===== config.mk =====
export PLATFORM = sky130hd
export DESIGN_NAME = pipe_controller_flat
export DESIGN_NICKNAME = d
export VERILOG_FILES = /design/src/rtl/mips_ctrl_pkg.sv /design/src/rtl/pipe_controller_if.sv /design/src/rtl/aludec.sv /design/src/rtl/flopenrc.sv /design/src/rtl/maindec.sv /design/src/rtl/md_seq.sv /design/src/rtl/pipe_controller.sv /design/src/flat_wrapper.sv
export SDC_FILE = /design/constraint.sdc
export NUM_CORES = 1
export LEC_CHECK = 0
export BUFFER_PORTS_ARGS = -buffer_cell sky130_fd_sc_hd__buf_2
export CELL_PAD_IN_SITES_DETAIL_PLACEMENT = 2
export CELL_PAD_IN_SITES_GLOBAL_PLACEMENT = 2
export CORE_MARGIN = 3
export CORE_UTILIZATION = 26
export DETAILED_ROUTE_END_ITERATION = 10
export GPL_ROUTABILITY_DRIVEN = 0
export PLACE_DENSITY_LB_ADDON = 0.3
export SYNTH_ARGS = -nofsm -noshare
export SYNTH_HDL_FRONTEND = slang
export SYNTH_SLANG_ARGS = --single-unit

===== constraint.sdc =====
create_clock -name clk -period 1.88 [get_ports clk]
set_clock_uncertainty 0.05 [all_clocks]
set_input_delay 0.564 -clock clk [delete_from_list [all_inputs] [get_ports clk]]
set_output_delay 0.564 -clock clk [all_outputs]
set_load 0.05 [all_outputs]

===== src/rtl/mips_ctrl_pkg.sv =====
// rtl/mips_ctrl_pkg.sv - shared opcode, funct, multiply/divide and ALU control definitions
package mips_ctrl_pkg;

    localparam int ALUCTRL_W_DEF = 8;

    localparam logic [5:0] OP_RTYPE = 6'b000000;
    localparam logic [5:0] OP_LW    = 6'b100011;
    localparam logic [5:0] OP_SW    = 6'b101011;
    localparam logic [5:0] OP_BEQ   = 6'b000100;
    localparam logic [5:0] OP_ADDI  = 6'b001000;
    localparam logic [5:0] OP_J     = 6'b000010;

    localparam logic [5:0] FN_ADD   = 6'b100000;
    localparam logic [5:0] FN_SUB   = 6'b100010;
    localparam logic [5:0] FN_AND   = 6'b100100;
    localparam logic [5:0] FN_OR    = 6'b100101;
    localparam logic [5:0] FN_SLT   = 6'b101010;
    localparam logic [5:0] FN_MULT  = 6'b011000;
    localparam logic [5:0] FN_MULTU = 6'b011001;
    localparam logic [5:0] FN_DIV   = 6'b011010;
    localparam logic [5:0] FN_DIVU  = 6'b011011;

    localparam logic [2:0] ALU_AND = 3'b000;
    localparam logic [2:0] ALU_OR  = 3'b001;
    localparam logic [2:0] ALU_ADD = 3'b010;
    localparam logic [2:0] ALU_SUB = 3'b110;
    localparam logic [2:0] ALU_SLT = 3'b111;

    typedef enum logic [1:0] {
        MD_NONE = 2'b00,
        MD_MUL  = 2'b01,
        MD_DIV  = 2'b10
    } md_op_t;

    typedef enum logic [1:0] {
        MD_IDLE = 2'b00,
        MD_RUN  = 2'b01,
        MD_DONE = 2'b10
    } md_state_t;

endpackage


===== src/rtl/pipe_controller_if.sv =====
// rtl/pipe_controller_if.sv - datapath/hazard-unit side signals of the pipeline controller
interface pipe_controller_if #(parameter int ALUCTRL_W = 8);
    logic [5:0]           opD;
    logic [5:0]           functD;
    logic                 equalD;
    logic                 pcsrcD, branchD, jumpD;
    logic                 stallE, stallM, stallW;
    logic                 flushE, flushM, flushW;
    logic                 memtoregE, alusrcE, regdstE, regwriteE, hilowriteE;
    logic [ALUCTRL_W-1:0] alucontrolE;
    logic [1:0]           mdopE;
    logic                 mdsignE, mdstartE, mdabortE, mdstallE;
    logic                 memtoregM, memwriteM, regwriteM, hilowriteM;
    logic                 memtoregW, regwriteW, hilowriteW;

    modport slave (
        input  opD, functD, equalD,
        input  stallE, stallM, stallW, flushE, flushM, flushW,
        output pcsrcD, branchD, jumpD,
        output memtoregE, alusrcE, regdstE, regwriteE, hilowriteE, alucontrolE,
        output mdopE, mdsignE, mdstartE, mdabortE, mdstallE,
        output memtoregM, memwriteM, regwriteM, hilowriteM,
        output memtoregW, regwriteW, hilowriteW
    );

    modport master (
        output opD, functD, equalD,
        output stallE, stallM, stallW, flushE, flushM, flushW,
        input  pcsrcD, branchD, jumpD,
        input  memtoregE, alusrcE, regdstE, regwriteE, hilowriteE, alucontrolE,
        input  mdopE, mdsignE, mdstartE, mdabortE, mdstallE,
        input  memtoregM, memwriteM, regwriteM, hilowriteM,
        input  memtoregW, regwriteW, hilowriteW
    );
endinterface


===== src/rtl/aludec.sv =====
// rtl/aludec.sv - ALU control decoder from aluop and funct
module aludec
    import mips_ctrl_pkg::*;
(
    input  logic [5:0] funct,
    input  logic [1:0] aluop,
    output logic [2:0] alucontrol
);
    always_comb begin
        alucontrol = ALU_ADD;
        case (aluop)
            2'b00: alucontrol = ALU_ADD;
            2'b01: alucontrol = ALU_SUB;
            default: begin
                case (funct)
                    FN_SUB:  alucontrol = ALU_SUB;
                    FN_AND:  alucontrol = ALU_AND;
                    FN_OR:   alucontrol = ALU_OR;
                    FN_SLT:  alucontrol = ALU_SLT;
                    default: alucontrol = ALU_ADD;
                endcase
            end
        endcase
    end
endmodule


===== src/rtl/flopenrc.sv =====
// rtl/flopenrc.sv - pipeline register with enable and synchronous clear (clear wins)
module flopenrc #(
    parameter int WIDTH = 1
) (
    input  logic             clk,
    input  logic             rst,
    input  logic             en,
    input  logic             clr,
    input  logic [WIDTH-1:0] d,
    output logic [WIDTH-1:0] q
);
    always_ff @(posedge clk or negedge rst) begin
        if (!rst)      q <= '0;
        else if (clr)  q <= '0;
        else if (en)   q <= d;
    end
endmodule


===== src/rtl/maindec.sv =====
// rtl/maindec.sv - main opcode decoder with HI/LO and multiply/divide controls
module maindec
    import mips_ctrl_pkg::*;
(
    input  logic [5:0] op,
    input  logic [5:0] funct,
    output logic       memtoreg,
    output logic       memwrite,
    output logic       branch,
    output logic       alusrc,
    output logic       regdst,
    output logic       regwrite,
    output logic       jump,
    output logic       hilowrite,
    output logic [1:0] aluop,
    output md_op_t     mdop,
    output logic       mdsign
);
    always_comb begin
        memtoreg  = 1'b0;
        memwrite  = 1'b0;
        branch    = 1'b0;
        alusrc    = 1'b0;
        regdst    = 1'b0;
        regwrite  = 1'b0;
        jump      = 1'b0;
        hilowrite = 1'b0;
        aluop     = 2'b00;
        mdop      = MD_NONE;
        mdsign    = 1'b0;
        case (op)
            OP_RTYPE: begin
                regdst   = 1'b1;
                regwrite = 1'b1;
                aluop    = 2'b10;
                // multiply/divide results land in HI/LO, never in the register file
                case (funct)
                    FN_MULT:  begin regdst = 1'b0; regwrite = 1'b0; hilowrite = 1'b1; mdop = MD_MUL; mdsign = 1'b1; end
                    FN_MULTU: begin regdst = 1'b0; regwrite = 1'b0; hilowrite = 1'b1; mdop = MD_MUL; end
                    FN_DIV:   begin regdst = 1'b0; regwrite = 1'b0; hilowrite = 1'b1; mdop = MD_DIV; mdsign = 1'b1; end
                    FN_DIVU:  begin regdst = 1'b0; regwrite = 1'b0; hilowrite = 1'b1; mdop = MD_DIV; end
                    default:  ;
                endcase
            end
            OP_LW:   begin regwrite = 1'b1; alusrc = 1'b1; memtoreg = 1'b1; end
            OP_SW:   begin alusrc = 1'b1; memwrite = 1'b1; end
            OP_BEQ:  begin branch = 1'b1; aluop = 2'b01; end
            OP_ADDI: begin regwrite = 1'b1; alusrc = 1'b1; end
            OP_J:    jump = 1'b1;
            default: ;
        endcase
    end
endmodule


===== src/rtl/md_seq.sv =====
// rtl/md_seq.sv - multiply/divide sequencer holding the pipeline while the iterative unit runs
module md_seq
    import mips_ctrl_pkg::*;
#(
    parameter int MUL_LAT = 4,
    parameter int DIV_LAT = 32
) (
    input  logic       clk,
    input  logic       rst,
    input  logic [1:0] md_op,
    input  logic       flush,
    input  logic       stall,
    output logic       md_start,
    output logic       md_abort,
    output logic       md_stall
);
    localparam int MAX_LAT = (MUL_LAT > DIV_LAT) ? MUL_LAT : DIV_LAT;
    localparam int CNT_W   = $clog2(MAX_LAT);
    localparam logic [CNT_W-1:0] MUL_LOAD = CNT_W'(MUL_LAT - 1);
    localparam logic [CNT_W-1:0] DIV_LOAD = CNT_W'(DIV_LAT - 1);
    localparam logic [CNT_W-1:0] CNT_ONE  = CNT_W'(1);

    md_state_t        state, state_next;
    logic [CNT_W-1:0] cnt, cnt_next;

    always_ff @(posedge clk or negedge rst) begin
        if (!rst) begin
            state <= MD_IDLE;
            cnt   <= '0;
        end else begin
            state <= state_next;
            cnt   <= cnt_next;
        end
    end

    always_comb begin
        state_next = state;
        cnt_next   = cnt;
        md_start   = 1'b0;
        md_abort   = 1'b0;
        md_stall   = 1'b0;
        case (state)
            MD_IDLE: begin
                if (md_op != MD_NONE && !flush) begin
                    md_start   = 1'b1;
                    md_stall   = 1'b1;
                    cnt_next   = (md_op == MD_DIV) ? DIV_LOAD : MUL_LOAD;
                    state_next = MD_RUN;
                end
            end
            MD_RUN: begin
                md_stall = 1'b1;
                if (flush) begin
                    md_abort   = 1'b1;
                    state_next = MD_IDLE;
                end else if (cnt == CNT_ONE) begin
                    state_next = MD_DONE;
                end else begin
                    cnt_next = cnt - CNT_ONE;
                end
            end
            MD_DONE: begin
                // leave only once the instruction actually moves out of E
                if (flush || !stall) state_next = MD_IDLE;
            end
            default: state_next = MD_IDLE;
        endcase
    end
endmodule


===== src/rtl/pipe_controller.sv =====
// rtl/pipe_controller.sv - five-stage MIPS controller with E/M/W control pipeline and MD sequencer
module pipe_controller
    import mips_ctrl_pkg::*;
#(
    parameter int ALUCTRL_W = ALUCTRL_W_DEF,
    parameter int MUL_LAT   = 4,
    parameter int DIV_LAT   = 32
) (
    input  logic                clk,
    input  logic                rst,
    pipe_controller_if.slave    bus
);
    localparam int E_W = 9 + ALUCTRL_W;

    logic       memtoreg_d, memwrite_d, branch_d, alusrc_d, regdst_d, regwrite_d, hilowrite_d, mdsign_d;
    logic [1:0] aluop_d;
    md_op_t     mdop_d;
    logic [2:0] alu_ctrl_d;

    maindec u_maindec (
        .op(bus.opD), .funct(bus.functD),
        .memtoreg(memtoreg_d), .memwrite(memwrite_d), .branch(branch_d),
        .alusrc(alusrc_d), .regdst(regdst_d), .regwrite(regwrite_d),
        .jump(bus.jumpD), .hilowrite(hilowrite_d), .aluop(aluop_d),
        .mdop(mdop_d), .mdsign(mdsign_d)
    );

    aludec u_aludec (.funct(bus.functD), .aluop(aluop_d), .alucontrol(alu_ctrl_d));

    assign bus.branchD = branch_d;
    assign bus.pcsrcD  = branch_d & bus.equalD;

    logic [E_W-1:0]       ctrl_d, ctrl_e;
    logic                 memtoreg_e, memwrite_e, regwrite_e, hilowrite_e;
    logic [1:0]           mdop_e;
    logic [3:0]           ctrl_m;
    logic [2:0]           ctrl_w;

    assign ctrl_d = {memtoreg_d, memwrite_d, alusrc_d, regdst_d, regwrite_d, hilowrite_d,
                     mdsign_d, mdop_d, ALUCTRL_W'(alu_ctrl_d)};

    flopenrc #(.WIDTH(E_W)) u_reg_e (
        .clk(clk), .rst(rst), .en(!bus.stallE), .clr(bus.flushE), .d(ctrl_d), .q(ctrl_e)
    );

    assign {memtoreg_e, memwrite_e, bus.alusrcE, bus.regdstE, regwrite_e, hilowrite_e,
            bus.mdsignE, mdop_e, bus.alucontrolE} = ctrl_e;
    assign bus.memtoregE  = memtoreg_e;
    assign bus.regwriteE  = regwrite_e;
    assign bus.hilowriteE = hilowrite_e;
    assign bus.mdopE      = mdop_e;

    flopenrc #(.WIDTH(4)) u_reg_m (
        .clk(clk), .rst(rst), .en(!bus.stallM), .clr(bus.flushM),
        .d({memtoreg_e, memwrite_e, regwrite_e, hilowrite_e}), .q(ctrl_m)
    );
    assign {bus.memtoregM, bus.memwriteM, bus.regwriteM, bus.hilowriteM} = ctrl_m;

    flopenrc #(.WIDTH(3)) u_reg_w (
        .clk(clk), .rst(rst), .en(!bus.stallW), .clr(bus.flushW),
        .d({ctrl_m[3], ctrl_m[1], ctrl_m[0]}), .q(ctrl_w)
    );
    assign {bus.memtoregW, bus.regwriteW, bus.hilowriteW} = ctrl_w;

    md_seq #(.MUL_LAT(MUL_LAT), .DIV_LAT(DIV_LAT)) u_seq (
        .clk(clk), .rst(rst), .md_op(mdop_e), .flush(bus.flushE), .stall(bus.stallE),
        .md_start(bus.mdstartE), .md_abort(bus.mdabortE), .md_stall(bus.mdstallE)
    );
endmodule


===== src/flat_wrapper.sv =====
// flat-port wrapper written by rule: the top's interface ports become plain ports
module pipe_controller_flat import mips_ctrl_pkg::*;
#(
    parameter int ALUCTRL_W = ALUCTRL_W_DEF,
    parameter int MUL_LAT   = 4,
    parameter int DIV_LAT   = 32
)
  (clk, rst, bus_opD, bus_functD, bus_equalD, bus_stallE, bus_stallM, bus_stallW, bus_flushE, bus_flushM, bus_flushW, bus_pcsrcD, bus_branchD, bus_jumpD, bus_memtoregE, bus_alusrcE, bus_regdstE, bus_regwriteE, bus_hilowriteE, bus_alucontrolE, bus_mdopE, bus_mdsignE, bus_mdstartE, bus_mdabortE, bus_mdstallE, bus_memtoregM, bus_memwriteM, bus_regwriteM, bus_hilowriteM, bus_memtoregW, bus_regwriteW, bus_hilowriteW);
  pipe_controller_if #(.ALUCTRL_W(ALUCTRL_W)) bus_i ();
  input  logic clk;
  input  logic rst;
  input wire logic [$bits(bus_i.opD)-1:0] bus_opD;
  input wire logic [$bits(bus_i.functD)-1:0] bus_functD;
  input wire logic [$bits(bus_i.equalD)-1:0] bus_equalD;
  input wire logic [$bits(bus_i.stallE)-1:0] bus_stallE;
  input wire logic [$bits(bus_i.stallM)-1:0] bus_stallM;
  input wire logic [$bits(bus_i.stallW)-1:0] bus_stallW;
  input wire logic [$bits(bus_i.flushE)-1:0] bus_flushE;
  input wire logic [$bits(bus_i.flushM)-1:0] bus_flushM;
  input wire logic [$bits(bus_i.flushW)-1:0] bus_flushW;
  output wire logic [$bits(bus_i.pcsrcD)-1:0] bus_pcsrcD;
  output wire logic [$bits(bus_i.branchD)-1:0] bus_branchD;
  output wire logic [$bits(bus_i.jumpD)-1:0] bus_jumpD;
  output wire logic [$bits(bus_i.memtoregE)-1:0] bus_memtoregE;
  output wire logic [$bits(bus_i.alusrcE)-1:0] bus_alusrcE;
  output wire logic [$bits(bus_i.regdstE)-1:0] bus_regdstE;
  output wire logic [$bits(bus_i.regwriteE)-1:0] bus_regwriteE;
  output wire logic [$bits(bus_i.hilowriteE)-1:0] bus_hilowriteE;
  output wire logic [$bits(bus_i.alucontrolE)-1:0] bus_alucontrolE;
  output wire logic [$bits(bus_i.mdopE)-1:0] bus_mdopE;
  output wire logic [$bits(bus_i.mdsignE)-1:0] bus_mdsignE;
  output wire logic [$bits(bus_i.mdstartE)-1:0] bus_mdstartE;
  output wire logic [$bits(bus_i.mdabortE)-1:0] bus_mdabortE;
  output wire logic [$bits(bus_i.mdstallE)-1:0] bus_mdstallE;
  output wire logic [$bits(bus_i.memtoregM)-1:0] bus_memtoregM;
  output wire logic [$bits(bus_i.memwriteM)-1:0] bus_memwriteM;
  output wire logic [$bits(bus_i.regwriteM)-1:0] bus_regwriteM;
  output wire logic [$bits(bus_i.hilowriteM)-1:0] bus_hilowriteM;
  output wire logic [$bits(bus_i.memtoregW)-1:0] bus_memtoregW;
  output wire logic [$bits(bus_i.regwriteW)-1:0] bus_regwriteW;
  output wire logic [$bits(bus_i.hilowriteW)-1:0] bus_hilowriteW;
  assign bus_i.opD = bus_opD;
  assign bus_i.functD = bus_functD;
  assign bus_i.equalD = bus_equalD;
  assign bus_i.stallE = bus_stallE;
  assign bus_i.stallM = bus_stallM;
  assign bus_i.stallW = bus_stallW;
  assign bus_i.flushE = bus_flushE;
  assign bus_i.flushM = bus_flushM;
  assign bus_i.flushW = bus_flushW;
  assign bus_pcsrcD = bus_i.pcsrcD;
  assign bus_branchD = bus_i.branchD;
  assign bus_jumpD = bus_i.jumpD;
  assign bus_memtoregE = bus_i.memtoregE;
  assign bus_alusrcE = bus_i.alusrcE;
  assign bus_regdstE = bus_i.regdstE;
  assign bus_regwriteE = bus_i.regwriteE;
  assign bus_hilowriteE = bus_i.hilowriteE;
  assign bus_alucontrolE = bus_i.alucontrolE;
  assign bus_mdopE = bus_i.mdopE;
  assign bus_mdsignE = bus_i.mdsignE;
  assign bus_mdstartE = bus_i.mdstartE;
  assign bus_mdabortE = bus_i.mdabortE;
  assign bus_mdstallE = bus_i.mdstallE;
  assign bus_memtoregM = bus_i.memtoregM;
  assign bus_memwriteM = bus_i.memwriteM;
  assign bus_regwriteM = bus_i.regwriteM;
  assign bus_hilowriteM = bus_i.hilowriteM;
  assign bus_memtoregW = bus_i.memtoregW;
  assign bus_regwriteW = bus_i.regwriteW;
  assign bus_hilowriteW = bus_i.hilowriteW;
  pipe_controller #(.ALUCTRL_W(ALUCTRL_W), .MUL_LAT(MUL_LAT), .DIV_LAT(DIV_LAT)) u_core (.clk(clk), .rst(rst), .bus(bus_i));
endmodule

# Word level (Yosys, flattened, before mapping)
# Cells that the tools add are included.
[word_totals] out_inout_bits=29 ff_bits=31 word_cells=88
[op_classes] n_reduce_logical=17 bitwise=1 n_mux=38 add_sub_neg=1 eq_ne=26
[ops] cell="equality test 6 bit (second input constant)" count=6
[ops] cell="2-to-1 mux 17 bit" count=2
[ops] cell="equality test 6 x 5 -> 1 bit (second input constant)" count=4
[ops] cell="2-to-1 mux 5 bit" count=4
[ops] cell="2-to-1 mux 1 bit" count=15
[ops] cell="one-hot mux 3 bit (4 select lines)" count=1
[ops] cell="2-to-1 mux 2 bit" count=5
[ops] cell="one-hot mux 5 bit (2 select lines)" count=1
[ops] cell="2-to-1 mux 4 bit" count=2
[ops] cell="inequality test 2 bit (second input constant)" count=4
[ops] cell="one-hot mux 2 bit (2 select lines)" count=2
[ops] cell="OR reduction 2 bit" count=4
[ops] cell="equality test 6 x 2 -> 1 bit (second input constant)" count=1
[ops] cell="equality test 6 x 3 -> 1 bit (second input constant)" count=1
[ops] cell="equality test 6 x 4 -> 1 bit (second input constant)" count=1
[ops] cell="logical NOT 6 bit" count=1
[ops] cell="2-to-1 mux 3 bit" count=2
[ops] cell="inequality test 2 x 1 -> 1 bit (second input constant)" count=3
[ops] cell="one-hot mux 2 bit (3 select lines)" count=1
[ops] cell="one-hot mux 3 bit (2 select lines)" count=1
[ops] cell="equality test 5 x 1 -> 1 bit (second input constant)" count=1
[ops] cell="subtractor 5 x 1 -> 5 bit (second input constant)" count=1
[ops] cell="equality test 2 x 1 -> 1 bit (second input constant)" count=2
[ops] cell="equality test 2 bit (second input constant)" count=2
[ops] cell="other kinds (12)" count=16

# Longest topological paths before layout
[depth] depth_word=6 ltp_mapped=6 ltp_nobuf=6

# Modules after synthesis
# A second synthesis with hierarchy kept.
[unflattened] cells_unflattened=168 hier_area_um2=1694.1
[by_module_without_submodules] mod="flopenrc at u_core.u_reg_e" area_per_inst_um2=699.4 cells_each=55 n_inst=1
[by_module_without_submodules] mod="md_seq" area_per_inst_um2=467.9 cells_each=52 n_inst=1
[by_module_without_submodules] mod="maindec" area_per_inst_um2=165.2 cells_each=26 n_inst=1
[by_module_without_submodules] mod="flopenrc at u_core.u_reg_m" area_per_inst_um2=160.2 cells_each=13 n_inst=1
[by_module_without_submodules] mod="flopenrc at u_core.u_reg_w" area_per_inst_um2=116.4 cells_each=9 n_inst=1
[by_module_without_submodules] mod="aludec" area_per_inst_um2=63.8 cells_each=8 n_inst=1
[by_module_without_submodules] mod="pipe_controller" area_per_inst_um2=21.3 cells_each=5 n_inst=1

# Least setup slack after synthesis
# Ideal clock, no wire load.
[synth_timing] path_type="in2out" start="input port bus_opD[5]" end="output port bus_jumpD" setup_slack_ps=-1023 arrival_ps=2289 t_required_ps=1266 cell_stages=2 n_path_buf=0 cell_sequence="or4_4 > nor3b_1"
[synth_via] elab_chain_cells=2
[synth_lines] element="from (decl)" line_no="flat_wrapper.sv:12" rtl="input wire logic [$bits(bus_i.opD)-1:0] bus_opD;"
[synth_lines] element="equality test 6 x 2 -> 1 bit" line_no="maindec.sv:31" rtl="case (op)"
[synth_lines] element="2-to-1 mux 1 bit" line_no="maindec.sv:31"
[synth_lines] element="to (decl)" line_no="flat_wrapper.sv:23" rtl="output wire logic [$bits(bus_i.jumpD)-1:0] bus_jumpD;"
# Every way passes these cells.

# Worst setup path after layout
# Same ends and word-level chain as after synthesis.

==> results.sh <==
export IMPL_cpMostUsedCell="buf_6"
export IMPL_max_stage_delay_ns=0.56
export IMPL_clockBufferDepth=2
export IMPL_path_delay_family="simple AND/OR/NAND/NOR gates"
export IMPL_fp_dieArea_sq_um=6290
export IMPL_synthDistinctLibCells=40
export IMPL_finish_utilization_pct=40.1
export IMPL_syn_area_per_cell_sq_um=10.0
export IMPL_drive_above_1_share_pct=47.0
export IMPL_layout_cells_non_filler=272
export IMPL_min_period_ns=2.32
export IMPL_synthesis_area_sq_um=1400
export IMPL_worst_r2r_setup_slack_ns=0.09
export IMPL_status="finished, violations left"
export IMPL_netlist_instances=139
export IMPL_clock_latency_ns=0.27
export IMPL_drv_cap=0
export IMPL_async_flop_share_pct=100
export IMPL_relSlewSlack_pct=60.5
export IMPL_combPwrFrac_pct=15.5
export IMPL_yosysWarnings=0
export IMPL_cp_end_kind="output pin"
export IMPL_via_per_inst=4.72
export IMPL_clockRootBuffer="clkbuf_8"
export IMPL_hp_class="primary input to async pin"
export IMPL_vias=1283
export IMPL_setup_slack_ns=-0.437
export IMPL_ys_ff_latch=26
export IMPL_num_antenna_cells=0
export IMPL_max_freq_mhz=432
export IMPL_fp_dieW_um=79.3
export IMPL_path_class="primary input to output pin"
export IMPL_dpl_hpwl_mm=3.42
export IMPL_cts_buffers=3
export IMPL_p_switching_uw=328
export IMPL_ys_flop_type="dfrtp_1"
export IMPL_worstPathRequired_ns=1.27
export IMPL_tightest_slew_ns=0.592
export IMPL_power_internal_uw=944
export IMPL_finalHoldViolations=0
export IMPL_startpoint_type="primary input"
export IMPL_synthToLayoutAreaGrowth_pct=47.5
export IMPL_path_clk_slew_ns=0.10
export IMPL_fin_nets=226
export IMPL_dr_first_iter_drc_count=28
export IMPL_rows=26
export IMPL_arrival_ns=1.70
export IMPL_routedWlPerCell_um=17.1
export IMPL_n_fill_cell=577
export IMPL_grt_pass1_wl_mm=7.62
export IMPL_rsz0062_at_grt="yes"
export IMPL_multi_input_area_sq_um=746
export IMPL_cts_tree="yes"
export IMPL_dp_cells=261
export IMPL_core_area_sq_um=5140
export IMPL_yosys_top_cells_area="dfrtp_1 (47%), buf_4 (5.4%), nor2_1 (5.4%)"
export IMPL_violations="negative setup slack"
export IMPL_synth_top_cell_by_area="dfrtp_1"
export IMPL_finalSetupTns_ns=-2.18
export IMPL_synth_top_area_share_pct=46.6
export IMPL_finalSetupViolCount=11
export IMPL_place_worst_setup_slack_ns=-0.580
export IMPL_power_leakage_nw=1.03
export IMPL_swShare_pct=25.8
export IMPL_first_pass_iters=4
export IMPL_grt_use_total_pct=15.4
export IMPL_wirelength_mm=4.64
export IMPL_cp_max_fo=2
export IMPL_grt_overflow=0
export IMPL_cts_sinks=26
export IMPL_min_period_over_period_pct=123
export IMPL_initial_core_util_pct=27.2
export IMPL_ys_seq_area_share_pct=46.6
export IMPL_grt_antenna_before_repair=0
export IMPL_port_buffers=44
export IMPL_p_per_area_nw_per_um2=618
export IMPL_register_area_sq_um=652
export IMPL_grt_max_degree=27
export IMPL_power_frac_seq_pct=47.4
export IMPL_ios=50
export IMPL_ir_drop_uv=253
export IMPL_htree_levels=1
export IMPL_synth_edf_count=0
export IMPL_critPathBufInv=3
export IMPL_die_h_um=79.3
export IMPL_drv_slew=0
export IMPL_drc_errors=0
export IMPL_drtAntennaViolNets=0
export IMPL_cp_slowest_cell="or4_4"
export IMPL_cp_cell_sequence="buf_6, or4_4, buf_6, nor3b_4, buf_6"
export IMPL_p_clk_share_pct=37.1
export IMPL_grt_pass1_vias=1492
[final cells by class]
class	instances	share of cell area, %
repair buffers	67	23.0
clock buffers	3	2.00
flip-flops and latches	26	31.7
clock inverters	1	1.46
multi-input cells	97	36.2
well taps	70	4.25
inverters	8	1.46
[synth_stat cells, drive strengths merged (2+ instances only)]
library cell  instances
dfrtp                26
nor2                 21
nand2                11
buf                  10
inv                   8
mux2i                 7
a21oi                 5
o21ai                 5
nor3                  4
and3                  3
nand3                 3
nor4bb                3
o21a                  3
o22a                  3
a31oi                 2
clkbuf                2
ha                    2
nand2b                2
nor3b                 2
or4                   2
[per-layer routing]
layer  wire, um  GRT usage, %  vias to the layer above
met1       1850          17.8                      639
met5          0             0                        -
li1           -             -                      605
met4         61          3.61                        0
met3        203          2.49                        6
met2       2530          29.2                       33
[registers in the layout (all words and copies together) (netlist names)]
register,flops
u_core.u_reg_e.q,12
u_core.u_reg_m.q,4
u_core.u_seq.cnt,5
u_core.u_reg_w.q,3
u_core.u_seq.state,2
[logic make-up after synthesis]
family                     Yosys count  share of synthesized area (%)
other                                1                          0.269
DFF                                 26                           46.6
AOI/OAI and AO/OA                   26                           14.6
muxes                                7                           5.02
and+or+nand+nor                     57                           22.9
adders and majority gates            2                           1.79
buffers and inverters               20                           8.78
[cells in the final DEF (no fill, tap or decap), drive strengths merged, types with 2 or more instances in the layout]
cell type	n
or4	2
inv	8
dfrtp	26
a21oi	5
nor3	4
nand3	3
and3	3
o21a	3
nor2	21
nor4bb	3
o21ai	5
nor3b	2
mux2i	7
a31oi	2
ha	2
nand2b	2
conb	5
o22a	3
nand2	11
clkbuf	3
buf	67
[timing repair]
item                       4_1_cts  5_1_grt
setup endpoints to repair        9       15
hold buffers                     0        0
pin swaps                        4        9
setup buffers                    2        5
resized for setup               24       18
cloned                           0        0
[power groups by stage]
stage | clock network, mW | registers, mW | logic [mW]
finish | 0.472 | 0.603 | 0.197
CTS | 0.480 | 0.600 | 0.182
global route | 0.500 | 0.608 | 0.216
detailed placement | 0 | 0.612 | 0.176
floorplan | 0 | 0.610 | 0.0982
global placement | 0 | 0.609 | 0.168
[final timing paths]
check                                    start                   to  cells past startpoint
max in group asynchronous                  rst  u_core.u_reg_e.q[8]                      1
max                                 bus_opD[5]            bus_jumpD                      5
min in group clk                    bus_flushW  u_core.u_reg_w.q[1]                      2
max reg2reg                u_core.u_seq.cnt[1]  u_core.u_seq.cnt[4]                      6
min                                        rst  u_core.u_seq.cnt[0]                      1
min reg2reg                u_core.u_reg_e.q[2]  u_core.u_reg_e.q[2]                      2
[through the flow]
step / power [mW] / cell area (sq um) / hold WS (ns)
finish: 1.27 / 2060 / 0.228
global route: 1.32 / 2060 / 0.277
detailed placement: 0.788 / 1790 / 0.427
floorplan: 0.709 / 1450 / 0.218
global placement: 0.778 / 1790 / 0.412
CTS: 1.26 / 1960 / 0.254
No activity file was read; power rests on OpenSTA's default activity.
